## config.mk

```make
export PLATFORM = sky130hd
export DESIGN_NAME = wall_scroll_ctrl
export DESIGN_NICKNAME = d
export VERILOG_FILES = /design/src/rtl/wall_scroll_ctrl.sv
export SDC_FILE = /design/constraint.sdc
export NUM_CORES = 1
export LEC_CHECK = 0
export CAP_MARGIN = 20
export CORE_ASPECT_RATIO = 0.9
export CORE_MARGIN = 5
export CORE_UTILIZATION = 30
export DETAILED_ROUTE_END_ITERATION = 8
export PLACE_DENSITY = 0.65
export SETUP_SLACK_MARGIN = 0.1
export SYNTH_ARGS = -nofsm -noshare
export SYNTH_HDL_FRONTEND = slang
export SYNTH_SLANG_ARGS = --single-unit
```

## constraint.sdc

```tcl
create_clock -name clk -period 2.4 [get_ports clk]
set_clock_uncertainty 0.15 [all_clocks]
set_input_delay 0.48 -clock clk [delete_from_list [all_inputs] [get_ports clk]]
set_output_delay 0.48 -clock clk [all_outputs]
set_load 0.05 [all_outputs]
```

## src/rtl/wall_scroll_ctrl.sv

```systemverilog
// Striped wall renderer: on each accepted tick, draws one scroll phase of the wall pixel by pixel.
// Define WALL_DUAL_SIDE_EN to also mirror every pixel onto the right wall at X_RIGHT.
module wall_scroll_ctrl #(
    parameter int             ROWS      = 120,
    parameter int             COLS      = 2,
    parameter int             PHASES    = 5,
    parameter int             PERIOD    = 8,
    parameter int             STRIPE_ON = 4,
    parameter int             X_LEFT    = 0,
    parameter int             X_RIGHT   = 158,
    parameter int             Y_TOP     = 0,
    parameter logic [2:0]     COLOR_ON  = 3'b111,
    parameter logic [2:0]     COLOR_OFF = 3'b000
) (
    input  logic       clk,
    input  logic       resetn,
    input  logic       tick,
    input  logic       enable,
    output logic [7:0] x,
    output logic [6:0] y,
    output logic [2:0] colour,
    output logic       plot,
    output logic       busy,
    output logic       done,
    output logic       overrun
);

    // state    | meaning
    // ST_WAIT  | idle, waiting for tick with enable high
    // ST_DRAW  | emitting one pixel per cycle for the current phase
    // ST_DONE  | one-cycle completion pulse, phase advances
    typedef enum logic [1:0] {ST_WAIT, ST_DRAW, ST_DONE} state_t;

    localparam int         PB       = $clog2(PERIOD);
    localparam logic [6:0] ROW_LAST = 7'(ROWS - 1);
    localparam logic [2:0] COL_LAST = 3'(COLS - 1);
    localparam logic [3:0] PH_LAST  = 4'(PHASES - 1);
    localparam logic [7:0] XL       = 8'(X_LEFT);
    localparam logic [6:0] YT       = 7'(Y_TOP);

    generate
        if (ROWS < 1 || ROWS > 128 || COLS < 1 || COLS > 8 || PHASES < 1 || PHASES > 16 ||
            PERIOD < 2 || PERIOD > 128 || (PERIOD & (PERIOD - 1)) != 0 ||
            STRIPE_ON < 1 || STRIPE_ON >= PERIOD || X_RIGHT < 0 || X_RIGHT > 255) begin : g_bad_params
            $error("wall_scroll_ctrl: parameter out of range");
        end
    endgenerate

    state_t     state, state_nxt;
    logic [6:0] row;
    logic [2:0] col;
    logic [3:0] phase;
    logic       step_pix;
    logic       last_pix;
    logic [PB-1:0] stripe_pos;

`ifdef WALL_DUAL_SIDE_EN
    localparam logic [7:0] XR = 8'(X_RIGHT);
    logic side;

    // Row/col only move after the right-wall copy of a pixel has been drawn.
    assign step_pix = side;
`else
    assign step_pix = 1'b1;
`endif

    assign last_pix = (row == ROW_LAST) && (col == COL_LAST) && step_pix;

    always_comb begin
        state_nxt = state;
        case (state)
            ST_WAIT: if (tick && enable) state_nxt = ST_DRAW;
            ST_DRAW: if (last_pix) state_nxt = ST_DONE;
            ST_DONE: state_nxt = ST_WAIT;
            default: state_nxt = ST_WAIT;
        endcase
    end

    always_ff @(posedge clk) begin
        if (!resetn) begin
            state   <= ST_WAIT;
            row     <= '0;
            col     <= '0;
            phase   <= '0;
            overrun <= 1'b0;
`ifdef WALL_DUAL_SIDE_EN
            side    <= 1'b0;
`endif
        end else begin
            state <= state_nxt;
            if (tick && (state != ST_WAIT))
                overrun <= 1'b1;
`ifdef WALL_DUAL_SIDE_EN
            if (state == ST_DRAW)
                side <= ~side;
`endif
            if ((state == ST_DRAW) && step_pix) begin
                if (col == COL_LAST) begin
                    col <= '0;
                    row <= (row == ROW_LAST) ? '0 : row + 7'd1;
                end else begin
                    col <= col + 3'd1;
                end
            end
            if (state == ST_DONE)
                phase <= (phase == PH_LAST) ? '0 : phase + 4'd1;
        end
    end

    assign plot = (state == ST_DRAW);
    assign busy = (state == ST_DRAW) || (state == ST_DONE);
    assign done = (state == ST_DONE);

    // Truncation to PB bits is the modulo-PERIOD operation.
    assign stripe_pos = PB'(row) + PB'(phase);
    assign colour = (plot && (int'(stripe_pos) < STRIPE_ON)) ? COLOR_ON : COLOR_OFF;

`ifdef WALL_DUAL_SIDE_EN
    assign x = (side ? XR : XL) + {5'b0, col};
`else
    assign x = XL + {5'b0, col};
`endif
    assign y = YT + row;

endmodule

```

==> results.toml <==
[synthesis]
yosys-top-cells-area = "dfxtp_1 (37%), ha_1 (9.4%), buf_4 (6.4%), nor2_1 (6.0%), xnor2_1 (5.6%)"
ys_warn_count = 0
ys_seq_area_frac = 0.3651
yosys.area.top_type_share = 0.3651
synth_cell_type_count = 34
async_flop_share = 0
synthesis.area_sq_um = 932.1
ys_seq_elements = 17
ys.flop_type = "dfxtp_1"
synth-edff-count = 0
synth_largest_area_cell = "dfxtp_1"
synth.avg_cell_area_sq_um = 8.878
synth_cells = 105

[clock_network]
cts_hold_buf = 0
cts_buffers = 3
cts_tree = "built"
cts_sinks = 17
path_clk_slew_ns = 0.10
clock_path_buffers = 2
cts_max_level = 1
root_buffer = "clkbuf_4"
clk-insertion-delay-late_ns = 0.29

[route]
route.vias.total = 762
post_drt_wl_per_cell_um = 11.18
drtIter0Drc = 16
drt_drc_violations_left = 0
vias_per_cell = 4.590
drtAntennaViolNets = 0
drt_first_pass_iters = 4
drt-total-wl_mm = 1.856

[timing]
max_clock_freq_ghz = 0.4501
finalSetupTns_ns = 0
setup_viol = 0
tightest_slew_ns = 0.5021
finalCriticalPeriod_ns = 2.222
slew_headroom = 0.6642
finalMaxSlewViolations = 0
hold_viol_final = 0
period_share = 0.9257
rsz0062_at_grt = "false"
finalWorstSetupSlack_ns = 0.1783
holdWs_ns = 0.3435

[global_routing]
antenna_found_initial = 0
grt_pass1_vias = 739
track_usage = 0.09589
grt_pass1_wl_mm = 3.208
grt_start_max_net_pins = 12
overflow = 0

[worst_setup_path]
worstPathCellList = "clkdlybuf4s50_1"
critPathKind = "register to primary output"
crit_arrival_ns = 1.59
cp-end-kind = "primary output"
critPathSlowestCell = "clkdlybuf4s50_1"
cp_max_fo = 6
crit_path_max_incr_delay_ns = 0.85
path_buf_inv = 1
startpoint_type = "register"
worstPathRequired_ns = 1.77
regToRegSetupSlack_ns = 0.74
crit_family = "buffers and inverters"

[pwr]
leakage_nw = 0.4884
p_per_area_nw_per_um2 = 581.4
fin_total_pwr_uw = 708.6
max-vdd-ir-drop_uv = 244.2

[floorplan]
die_w_um = 68.76
boundaryPins = 26
initial_core_util = 0.3087
fp.dieH_um = 62.88
rows = 19
core_sq_um = 3019
die-area_sq_um = 4323

[hold_path]
hold_class = "register to register"

[finish]
fin_area_sq_um = 1219
n_antenna_cell = 0
syn_to_final_growth_pct = 30.74
layout.nets = 136
final_cell_mix = "nor2_1 (15), dfxtp_1 (15), clkdlybuf4s50_1 (12)"
final_layout_size_suffix_gt1_frac = 0.1855
ff_latch_area_sq_um = 347.8
multiInputGateArea_sq_um = 533.0
post-route-util = 0.4036
fill_cells = 327
fin_cells = 166

[placement]
postPlaceCellArea_sq_um = 1157
place.gp.congestion = 0.7177
dp.final_hpwl_mm = 1.417
pre_cts_ws_ns = 0.4144
port_buffers = 20
placedCellCount = 161

[outcome]
status = "finished clean"

[run]
drv_cap = 0
worst paths after layout:
check          start  endpoint  cells past startpoint
max reg2reg   row[1]  state[0]                      6
min          overrun   overrun                      2
min reg2reg  overrun   overrun                      2
max           row[2]      y[2]                      1
synthesized netlist by cell type (all sizes together) (2+ instances only):
cell type	number
ha	7
buf	8
o221a	2
nand3	2
nand4	2
nand2	8
o21ai	2
xor2	4
nor2	15
xnor2	6
inv	6
clkbuf	2
dfxtp	17
a21oi	6
final cells by class:
| type | count | share of cell area |
|---|---|---|
| timing repair buffer | 21 | 0.1930 |
| clock buffer | 3 | 0.01848 |
| inverter | 6 | 0.01848 |
| sequential | 17 | 0.2854 |
| clock inverter | 1 | 0.004107 |
| tap | 42 | 0.04312 |
| multi-input combinational | 76 | 0.4374 |
kinds of logic (layout without fill, tap and decap cells):
logic type	after synthesis	count (layout)	synth area share
compound gates	14	14	0.1020
xor+xnor	10	10	0.09396
fa+ha+maj	7	7	0.09396
buf+inv	16	31	0.09798
flops	17	17	0.3651
mux	2	2	0.02282
other cells	1	5	0.004023
simple gates	38	38	0.2201
report_power, final:
group / internal (mW) / switching [mW]
registers: 0.291 / 0.0137
logic: 0.0925 / 0.158
clock network: 0.0620 / 0.0921
total: 0.445 / 0.264
metal layers:
layer / track usage / part of all wire / vias to the layer above
li1: - / - / 379
met1: 0.1058 / 0.42 / 356
met2: 0.1633 / 0.50 / 23
met3: 0.03957 / 0.068 / 4
met4: 0.02920 / 0.013 / 0
met5: 0 / 0 / -
registers in the layout, indices dropped and copies added, names as in the netlist:
register	flops
col	3
overrun	1
phase	4
state	2
row	7
repair_timing:
item                       in CTS  in global routing
pin swaps                       0                  2
gates resized for setup         1                  6
buffers inserted                0                  1
setup endpoints to repair       3                  5
(Power assumes the default switching activity.)
